### src/rtl/mem_port_arbiter_if.sv
`default_nettype none
// ============================================================================
// Module   : mem_port_arbiter_if
// Purpose  : Fetch, data and backend signal bundle for the unified memory port.
// Revision : 1.0 - initial release
// ============================================================================
interface mem_port_arbiter_if #(
    parameter int ADDR_W = 32,
    parameter int DATA_W = 32
);
    // Instruction fetch side
    logic              i_req;
    logic [ADDR_W-1:0] i_addr;
    logic              i_kill;
    logic              i_done;
    logic [DATA_W-1:0] i_rdata;
    logic              i_stall;

    // Load/store side
    logic              d_req;
    logic              d_we;
    logic [ADDR_W-1:0] d_addr;
    logic [DATA_W-1:0] d_wdata;
    logic              d_done;
    logic [DATA_W-1:0] d_rdata;
    logic              d_stall;

    // Backend memory side
    logic              mem_valid;
    logic              mem_ready;
    logic              mem_we;
    logic [ADDR_W-1:0] mem_addr;
    logic [DATA_W-1:0] mem_wdata;
    logic              mem_rvalid;
    logic [DATA_W-1:0] mem_rdata;

    // Arbiter view
    modport slave (
        input  i_req, i_addr, i_kill,
        input  d_req, d_we, d_addr, d_wdata,
        input  mem_ready, mem_rvalid, mem_rdata,
        output i_done, i_rdata, i_stall,
        output d_done, d_rdata, d_stall,
        output mem_valid, mem_we, mem_addr, mem_wdata
    );

    // Pipeline + backend view
    modport master (
        output i_req, i_addr, i_kill,
        output d_req, d_we, d_addr, d_wdata,
        output mem_ready, mem_rvalid, mem_rdata,
        input  i_done, i_rdata, i_stall,
        input  d_done, d_rdata, d_stall,
        input  mem_valid, mem_we, mem_addr, mem_wdata
    );
endinterface
`default_nettype wire

### src/rtl/mem_port_arbiter.sv
`default_nettype none
// ============================================================================
// Module   : mem_port_arbiter
// Purpose  : Shares one variable-latency memory port between fetch and data.
// Revision : 1.0 - initial release
// ============================================================================
module mem_port_arbiter #(
    parameter int ADDR_W       = 32,
    parameter int DATA_W       = 32,
    parameter int STARVE_LIMIT = 4
) (
    input  wire                 clk,
    input  wire                 reset,
    mem_port_arbiter_if.slave   bus
);

    localparam int          CW      = $clog2(STARVE_LIMIT + 1);
    localparam logic [CW-1:0] C_LIMIT = CW'(STARVE_LIMIT);
    localparam logic        OWN_I   = 1'b0;
    localparam logic        OWN_D   = 1'b1;

    typedef enum logic [1:0] {
        ST_IDLE  = 2'd0,
        ST_ISSUE = 2'd1,
        ST_WAIT  = 2'd2
    } state_t;

    state_t              state_q, state_d;
    logic [CW-1:0]       starve_q, starve_d;
    logic                owner_q;
    logic                we_q;
    logic [ADDR_W-1:0]   addr_q;
    logic [DATA_W-1:0]   wdata_q;
    logic                mem_valid_q;
    logic                kill_q;
    logic                i_done_q;
    logic                d_done_q;
    logic [DATA_W-1:0]   i_rdata_q;
    logic [DATA_W-1:0]   d_rdata_q;

    logic w_i_eligible;
    logic w_starved;
    logic w_grant_d;
    logic w_grant_i;
    logic w_accept;
    logic w_complete;
    logic w_kill_now;

    always_comb begin
        w_i_eligible = bus.i_req & ~bus.i_kill;
        w_starved    = w_i_eligible & (starve_q == C_LIMIT);
        w_grant_d    = (state_q == ST_IDLE) & bus.d_req & ~w_starved;
        w_grant_i    = (state_q == ST_IDLE) & w_i_eligible & ~w_grant_d;
        w_accept     = (state_q == ST_ISSUE) & bus.mem_ready;
        // Response may coincide with the accept cycle
        w_complete   = (w_accept | (state_q == ST_WAIT)) & bus.mem_rvalid;
        w_kill_now   = (owner_q == OWN_I) & (state_q != ST_IDLE) & bus.i_kill;
    end

    always_comb begin
        starve_d = starve_q;
        if (!bus.i_req) begin
            starve_d = '0;
        end else if (w_grant_i) begin
            starve_d = '0;
        end else if (w_grant_d && (starve_q != C_LIMIT)) begin
            starve_d = starve_q + 1'b1;
        end
    end

    always_comb begin
        state_d = state_q;
        case (state_q)
            ST_IDLE:  if (w_grant_d || w_grant_i) state_d = ST_ISSUE;
            ST_ISSUE: if (w_complete)             state_d = ST_IDLE;
                      else if (w_accept)          state_d = ST_WAIT;
            ST_WAIT:  if (w_complete)             state_d = ST_IDLE;
            default:                              state_d = ST_IDLE;
        endcase
    end

    always_ff @(posedge clk) begin
        if (reset) begin
            state_q     <= ST_IDLE;
            starve_q    <= '0;
            owner_q     <= OWN_I;
            we_q        <= 1'b0;
            addr_q      <= '0;
            wdata_q     <= '0;
            mem_valid_q <= 1'b0;
            kill_q      <= 1'b0;
            i_done_q    <= 1'b0;
            d_done_q    <= 1'b0;
            i_rdata_q   <= '0;
            d_rdata_q   <= '0;
        end else begin
            state_q  <= state_d;
            starve_q <= starve_d;
            i_done_q <= 1'b0;
            d_done_q <= 1'b0;

            if (w_grant_d) begin
                owner_q     <= OWN_D;
                we_q        <= bus.d_we;
                addr_q      <= bus.d_addr;
                wdata_q     <= bus.d_wdata;
                mem_valid_q <= 1'b1;
            end else if (w_grant_i) begin
                owner_q     <= OWN_I;
                we_q        <= 1'b0;
                addr_q      <= bus.i_addr;
                wdata_q     <= '0;
                mem_valid_q <= 1'b1;
            end

            if (w_accept) begin
                mem_valid_q <= 1'b0;
            end

            if (w_kill_now) begin
                kill_q <= 1'b1;
            end

            // A killed fetch still drains its backend response, silently
            if (w_complete) begin
                kill_q <= 1'b0;
                if (owner_q == OWN_D) begin
                    d_done_q <= 1'b1;
                    if (!we_q) begin
                        d_rdata_q <= bus.mem_rdata;
                    end
                end else if (!(kill_q || bus.i_kill)) begin
                    i_done_q  <= 1'b1;
                    i_rdata_q <= bus.mem_rdata;
                end
            end
        end
    end

    assign bus.mem_valid = mem_valid_q;
    assign bus.mem_we    = we_q;
    assign bus.mem_addr  = addr_q;
    assign bus.mem_wdata = wdata_q;
    assign bus.i_done    = i_done_q;
    assign bus.i_rdata   = i_rdata_q;
    assign bus.d_done    = d_done_q;
    assign bus.d_rdata   = d_rdata_q;
    assign bus.i_stall   = bus.i_req & ~i_done_q;
    assign bus.d_stall   = bus.d_req & ~d_done_q;

endmodule
`default_nettype wire

### src/flat_wrapper.sv
// flat-port wrapper written by rule: the top's interface ports become plain ports
module mem_port_arbiter_flat 
#(
    parameter int ADDR_W       = 32,
    parameter int DATA_W       = 32,
    parameter int STARVE_LIMIT = 4
)
  (clk, reset, bus_i_req, bus_i_addr, bus_i_kill, bus_d_req, bus_d_we, bus_d_addr, bus_d_wdata, bus_mem_ready, bus_mem_rvalid, bus_mem_rdata, bus_i_done, bus_i_rdata, bus_i_stall, bus_d_done, bus_d_rdata, bus_d_stall, bus_mem_valid, bus_mem_we, bus_mem_addr, bus_mem_wdata);
  mem_port_arbiter_if #(.ADDR_W(ADDR_W), .DATA_W(DATA_W)) bus_i ();
  input  wire clk;
  input  wire reset;
  input wire logic [$bits(bus_i.i_req)-1:0] bus_i_req;
  input wire logic [$bits(bus_i.i_addr)-1:0] bus_i_addr;
  input wire logic [$bits(bus_i.i_kill)-1:0] bus_i_kill;
  input wire logic [$bits(bus_i.d_req)-1:0] bus_d_req;
  input wire logic [$bits(bus_i.d_we)-1:0] bus_d_we;
  input wire logic [$bits(bus_i.d_addr)-1:0] bus_d_addr;
  input wire logic [$bits(bus_i.d_wdata)-1:0] bus_d_wdata;
  input wire logic [$bits(bus_i.mem_ready)-1:0] bus_mem_ready;
  input wire logic [$bits(bus_i.mem_rvalid)-1:0] bus_mem_rvalid;
  input wire logic [$bits(bus_i.mem_rdata)-1:0] bus_mem_rdata;
  output wire logic [$bits(bus_i.i_done)-1:0] bus_i_done;
  output wire logic [$bits(bus_i.i_rdata)-1:0] bus_i_rdata;
  output wire logic [$bits(bus_i.i_stall)-1:0] bus_i_stall;
  output wire logic [$bits(bus_i.d_done)-1:0] bus_d_done;
  output wire logic [$bits(bus_i.d_rdata)-1:0] bus_d_rdata;
  output wire logic [$bits(bus_i.d_stall)-1:0] bus_d_stall;
  output wire logic [$bits(bus_i.mem_valid)-1:0] bus_mem_valid;
  output wire logic [$bits(bus_i.mem_we)-1:0] bus_mem_we;
  output wire logic [$bits(bus_i.mem_addr)-1:0] bus_mem_addr;
  output wire logic [$bits(bus_i.mem_wdata)-1:0] bus_mem_wdata;
  assign bus_i.i_req = bus_i_req;
  assign bus_i.i_addr = bus_i_addr;
  assign bus_i.i_kill = bus_i_kill;
  assign bus_i.d_req = bus_d_req;
  assign bus_i.d_we = bus_d_we;
  assign bus_i.d_addr = bus_d_addr;
  assign bus_i.d_wdata = bus_d_wdata;
  assign bus_i.mem_ready = bus_mem_ready;
  assign bus_i.mem_rvalid = bus_mem_rvalid;
  assign bus_i.mem_rdata = bus_mem_rdata;
  assign bus_i_done = bus_i.i_done;
  assign bus_i_rdata = bus_i.i_rdata;
  assign bus_i_stall = bus_i.i_stall;
  assign bus_d_done = bus_i.d_done;
  assign bus_d_rdata = bus_i.d_rdata;
  assign bus_d_stall = bus_i.d_stall;
  assign bus_mem_valid = bus_i.mem_valid;
  assign bus_mem_we = bus_i.mem_we;
  assign bus_mem_addr = bus_i.mem_addr;
  assign bus_mem_wdata = bus_i.mem_wdata;
  mem_port_arbiter #(.ADDR_W(ADDR_W), .DATA_W(DATA_W), .STARVE_LIMIT(STARVE_LIMIT)) u_core (.clk(clk), .reset(reset), .bus(bus_i));
endmodule
### config.mk
export PLATFORM = sky130hd
export DESIGN_NAME = mem_port_arbiter_flat
export DESIGN_NICKNAME = d
export VERILOG_FILES = /design/src/rtl/mem_port_arbiter_if.sv /design/src/rtl/mem_port_arbiter.sv /design/src/flat_wrapper.sv
export SDC_FILE = /design/constraint.sdc
export NUM_CORES = 1
export LEC_CHECK = 0
export ABC_AREA = 0
export BUFFER_PORTS_ARGS = -buffer_cell sky130_fd_sc_hd__buf_2
export CORE_MARGIN = 8
export CORE_UTILIZATION = 45
export DETAILED_ROUTE_END_ITERATION = 8
export PLACE_DENSITY = 0.79
export SKIP_LAST_GASP = 1
export SYNTH_ARGS = -nofsm -noshare
export SYNTH_HDL_FRONTEND = slang
export SYNTH_SLANG_ARGS = --single-unit
### constraint.sdc
create_clock -name clk -period 1.9 [get_ports clk]
set_input_delay 0 -clock clk [delete_from_list [all_inputs] [get_ports clk]]
set_output_delay 0 -clock clk [all_outputs]
set_load 0.01 [all_outputs]
[Word-level counts from Yosys, hierarchy flattened]
Index checks and enable logic that the tools add are counted.
Storage, ports and cells
  register bits after elaboration: 139
  bits in latches: 0
  RAM bits: 0
  memory bits (read-only): 0
  bits of input ports: 136
  output and inout port bits: 134
  memories kept: 0
Operators by class
  $add $sub $neg: 1
  multipliers: 0
  div/mod/pow operators: 0
  order comparisons: 0
  equality and inequality tests: 7
  shifts and indexed selects: 0
  multiplexer cells: 16
  bitwise logic cells: 23
  reductions and logical operators: 14
Operators with widths (count)
  32-bit 2-to-1 mux: 4
  1-bit bitwise AND: 12
  1-bit NOT: 10
  3-bit AND reduction: 3
  2-bit 2-to-1 mux: 4
  1-bit 2-to-1 mux: 7
  2-bit case mux with 3 select lines: 1
  2-bit OR reduction: 3
  3-bit OR reduction: 2
  2-bit nonzero test: 2
  3-bit by 1-bit adder with 3-bit output (second input constant): 1
  3-bit == test (second input constant): 1
  3-bit by 1-bit != test with 1-bit output (second input constant): 1
  3-bit != test (second input constant): 1
  2-bit by 1-bit == test with 1-bit output (second input constant): 1
  2-bit == test (second input constant): 1
  2-bit logical NOT: 1
  1-bit logical OR: 2
  2-bit by 1-bit != test with 1-bit output (second input constant): 1
  2-bit != test (second input constant): 1
  1-bit logical AND: 1
  1-bit OR: 1

[Logic depth before layout (Yosys ltp)]
  depth in word-level cells: 10
  mapped depth: 8
  depth with buffers taken out: 6

[Least setup slack after synthesis]
Ideal clock, no wire load.
  kind: register to register
  from: register u_core.starve_q[0]
  to: register u_core.wdata_q[0] (netlist: u_core.bus.mem_wdata[0])
  setup time: 0.128 ns
  data arrival time: 1.321 ns
  data required time: 1.772 ns
  slack: 0.452 ns
  stages on the path, launching flop included: 9
  clock period less this slack: 1.448 ns
  cells stage by stage: dfxtp_1 > inv_1 > ha_1 > nand4b_1 > and2_4 > buf_6 > buf_4 > a22oi_1 > nor2_1
On the way
  cells in the longest elaborated chain, start to end: 7
  elaborated cells on any way between the ends: 8
  classes of those cells: eq/ne (1); mux (1); bitwise (5); reduce/logical (1)
Ends and longest elaborated chain
  from (decl): RTL line mem_port_arbiter.sv:29  | logic [CW-1:0] starve_q, starve_d;
  from (signal assigned): RTL line mem_port_arbiter.sv:98  | starve_q <= starve_d;
  3-bit == test (*): RTL line mem_port_arbiter.sv:51  | w_starved = w_i_eligible & (starve_q == C_LIMIT);
  1-bit bitwise AND (*): RTL line mem_port_arbiter.sv:51
  1-bit NOT (*): RTL line mem_port_arbiter.sv:52  | w_grant_d = (state_q == ST_IDLE) & bus.d_req & ~w_starved;
  1-bit bitwise AND (*): RTL line mem_port_arbiter.sv:52
  1-bit NOT: RTL line mem_port_arbiter.sv:53  | w_grant_i = (state_q == ST_IDLE) & w_i_eligible & ~w_grant_d;
  1-bit bitwise AND: RTL line mem_port_arbiter.sv:53
  2-bit nonzero test (no line)
  to (signal assigned): RTL line mem_port_arbiter.sv:106  | wdata_q <= bus.d_wdata;
  to (decl): RTL line mem_port_arbiter.sv:33  | logic [DATA_W-1:0] wdata_q;
Mark *: on every way between the ends. The rest lies on a longest branch, timed or not.
A chain may end at the register's enable or synchronous reset.

[Worst setup path in the final report]
  from: register u_core.starve_q[0]
  to: register u_core.addr_q[8] (netlist: u_core.bus.mem_addr[8])
On the way
  cells in the longest elaborated chain, start to end: 7
  elaborated cells on any way between the ends: 8
  classes of those cells: eq/ne (1); mux (1); bitwise (5); reduce/logical (1)
Ends and longest elaborated chain
  3-bit == test (*): RTL line mem_port_arbiter.sv:51
  1-bit bitwise AND (*): RTL line mem_port_arbiter.sv:51
  1-bit NOT (*): RTL line mem_port_arbiter.sv:52
  1-bit bitwise AND (*): RTL line mem_port_arbiter.sv:52
  1-bit NOT: RTL line mem_port_arbiter.sv:53
  1-bit bitwise AND: RTL line mem_port_arbiter.sv:53
  2-bit nonzero test (no line)
  to (signal assigned): RTL line mem_port_arbiter.sv:105  | addr_q <= bus.d_addr;
  to (signal assigned): RTL line mem_port_arbiter.sv:111  | addr_q <= bus.i_addr;
  to (decl): RTL line mem_port_arbiter.sv:32  | logic [ADDR_W-1:0] addr_q;
Marked as above.

==> summary.md <==
| Metric | Value |
|---|---|
| Initial antenna violation count | 4 |
| Worst Path Arrival | 2.16 ns |
| Leak | 4.001 nW |
| CTS tree | yes |
| Largest family of logic cells by synthesized area | compound AO/OA/AOI/OAI gates |
| # Post-CTS Setup Buffers | 0 |
| Seq pwr share | 0.399 |
| Max VDD drop | 0.0006875 V |
| HPWL after DPL | 12.52 mm |
| # setup viols final | 0 |
| Worst Tran Pin Value | 0.7077 ns |
| Number of global-route vias before repair | 6,532 |
| CTS resizes | 0 |
| Number of port buffers | 269 |
| Crit share post-route | 0.9668 |
| Int Pwr | 5.893 mW |
| Commonest cells after routing, fill and taps aside | buf_2 (268), nand2_1 (166), dfxtp_1 (139) |
| Final Cell Area | about 8800 um2 |
| Power Dens Cells | a little over 900 nW/um2 |
| First-pass GRT wire length | 34.60 mm |
| CP endpoint kind | register |
| Worst r2r dst | u_core.bus.mem_addr[8]$_SDFFE_PP0P_ |
| Post-route DRC violation count | 0 |
| Num CTS Buffers | 17 |
| Mean routed wirelength per cell | 18.68 um |
| DR vias/cell | 5.344 |
| Synth Area in XOR/XNOR | 0.001647 |
| Total gr overflow | 0 |
| Post-Place Cell Area | 6799 um2 |
| Worst min path class | in -> reg |
| CP max FO | 17 |
| H-tree lvl count | 4 |
| Critical path type | reg -> reg |
| Post-synth ARST share | 0 |
| Clock power frac | 0.436 |
| GP Congestion | 0.9065 |
| Hold path startpoint | bus_i_kill |
| Synth Instances | about 630 |
| Layout Skew | 0.009026 ns |
| Die Area | 15,550 um2 |
| Mux cell area share after synthesis | 0 |
| Main synth FF type | dfxtp_1 |
| Hold path depth | 4 |
| Routed vias | 6,268 |
| WHS | 0.02163 ns |
| Total nets after synthesis | 763 |
| Cell count of the worst reg-to-reg path | 7 |
| Core ar. | approximately 11,000 um2 |
| Global Route Usage Sum | 0.2753 |
| Worst-path clk slew | 0.06 ns |
| Setup TNS | 0 ns |
| Root Buffer | clkbuf_16 |
| Row count | 39 |
| Die X | ~120 um |
| Hold Vio Cnt, Final | 0 |
| Share of cells above drive strength 1 | 0.3337 |
| R2R setup slack | about 0.063 ns |
| Pre-antenna DRT Iters | 5 |
| Non-filler cells, final | approximately 1,200 |
| Yosys warns | 0 |
| Area share of fa/ha/maj cells after synthesis | 0.004706 |
| Tmin final | 1.837 ns |
| Synthesized cell area | 5318 um2 |
| Worst skew pair latency | between 0.4 and 0.5 ns |
| Area Overhead vs Synth | 64.61% |
| Io pins | 270 |
| RSZ-0062 raised after global routing | no |
| Routed wire length | approximately 22 mm |
| Layout fillers | ~730 |
| Yosys reg bits | approximately 140 |
| Number of nets with antenna violations after routing | 0 |
| Most common cell after layout, fill and taps aside | buf_2 |
| Iter 0 DRT Violations | around 480 |
| Reg2Reg Launch Point | u_core.starve_q[0]$_SDFFE_PP0P_ |
| Final nets | 1,150 |
| Max Freq | 544.4 MHz |
| CTS max path bufs | 2 |
| Syn Area/Cell | roughly 8.5 um2 |
| Largest net degree at the start of global routing | 57 |
| Max Slew Vio Count | 0 |
| Startpoint Class | register |
| CTS sink cnt | roughly 140 |
| Switching pwr | about 2.1 mW |
| Cell variety after synth | 35 |
| Switching Fraction | 0.2589 |
| Slew margin rel. | 0.5264 |
| Number of synthesized flops with an enable pin | 0 |
| Worst Path Required | 2.22 ns |
| Placed Instances | ~1,000 |
| Simple-gate share of the synthesized area | 0.1955 |
| Comb pwr share | 0.165 |
| WHS Endpoint | u_core.kill_q$_SDFFE_PP0P_ |
| Die height | 124.7 um |
| Register area share after synthesis | 0.5233 |
| Max-Cap Viols | 0 |
| Status | completed |
| Complex-gate fraction of the synthesized area | 0.2188 |
| Starting Density | 0.4637 |
## per-layer routing
metal,track usage,share of wire
met1,0.2847,0.35
met2,0.4603,0.50
met3,0.08723,0.080
met4,0.2055,0.070
met5,0,0
## worst max-delay path, stage by stage, from the launching register on
cell and delay [ns]:
dfxtp_1 0.34, inv_1 0.07, ha_1 0.23, nand4b_1 0.14, and2_4 0.35, buf_4 0.24
a21oi_1 0.10, a211oi_1 0.28
## layout make-up
type | instances | area, um2 | share of cell area
antenna | 5 | 12.51 | 0.001429
clock buffer | 21 | 480.5 | 0.05489
clock inverter | 11 | 140.1 | 0.01601
inverter | 4 | 15.01 | 0.001715
multi-input combinational | 434 | 2248 | 0.2569
sequential | 139 | 2783 | 0.3179
tap | 143 | 178.9 | 0.02044
timing repair buffer | 416 | 2895 | 0.3308
## synth_stat cells, types with 4 or more instances
library cell,instances,area [um2]
dfxtp_1,139,2783
a21oi_2,10,87.58
buf_4,10,75.07
a22oi_1,33,247.7
buf_2,15,75.07
a211oi_2,10,125.1
a211oi_1,23,172.7
buf_6,4,45.04
inv_1,4,15.01
clkbuf_1,17,63.81
nor2_1,73,274.0
nor3_1,6,30.03
a21oi_1,90,450.4
nand2_1,166,623.1
## sequential cells by signal (all words and copies together), names as in the netlist, 2 cells and up
signal	count
u_core.state_q	2
u_core.bus.d_rdata	32
u_core.bus.mem_wdata	32
u_core.bus.mem_addr	32
u_core.bus.i_rdata	32
u_core.starve_q	3
## worst max path at each step
stage                                     from                                   end  slack, ns  cells after the start
6_report       u_core.starve_q[0]$_SDFFE_PP0P_   u_core.bus.mem_addr[8]$_SDFFE_PP0P_       0.06                      7
5_1_grt         u_core.state_q[0]$_SDFFE_PP0P_   u_core.bus.mem_addr[8]$_SDFFE_PP0P_      0.003                      5
4_1_cts         u_core.state_q[0]$_SDFFE_PP0P_   u_core.bus.mem_addr[9]$_SDFFE_PP0P_       0.19                      5
3_5_place_dp    u_core.state_q[0]$_SDFFE_PP0P_   u_core.bus.mem_addr[9]$_SDFFE_PP0P_       0.21                      5
3_3_place_gp    u_core.state_q[0]$_SDFFE_PP0P_  u_core.bus.mem_addr[11]$_SDFFE_PP0P_       0.28                      5
2_1_floorplan  u_core.starve_q[0]$_SDFFE_PP0P_  u_core.bus.mem_wdata[0]$_SDFFE_PP0P_       0.45                      8
## kinds of logic after synthesis
kind of cell    after synthesis
fa+ha+maj                     2
compound gates              174
flops                       139
xor+xnor                      1
simple gates                257
buf+inv                      52
## power by group through the flow
stage | sequential [mW] | clock, mW | combinational, mW
CTS | 3.16 | 3.47 | 1.25
floorplan | 3.28 | 0 | 0.516
finish | 3.17 | 3.47 | 1.31
detailed placement | 3.22 | 0 | 1.04
global route | 3.18 | 3.61 | 1.41
global placement | 3.21 | 0 | 1.03
## timing repair
action | 4_1_cts | 5_1_grt
hold endpoints to repair | 131 | 0
hold buffers | 132 | 0
setup endpoints to repair | 0 | 1
## stage by stage
| step | setup slack, ns | total power [mW] | utilization |
|---|---|---|---|
| floorplan | 0.4520 | 3.799 | - |
| detailed placement | 0.2138 | 4.257 | 0.5929 |
| finish | 0.06307 | 7.951 | 0.7633 |
| CTS | 0.1884 | 7.887 | 0.7622 |
| global placement | 0.2794 | 4.239 | 0.5929 |
| global route | 0.003001 | 8.204 | 0.7633 |
(Power assumes the default switching activity.)
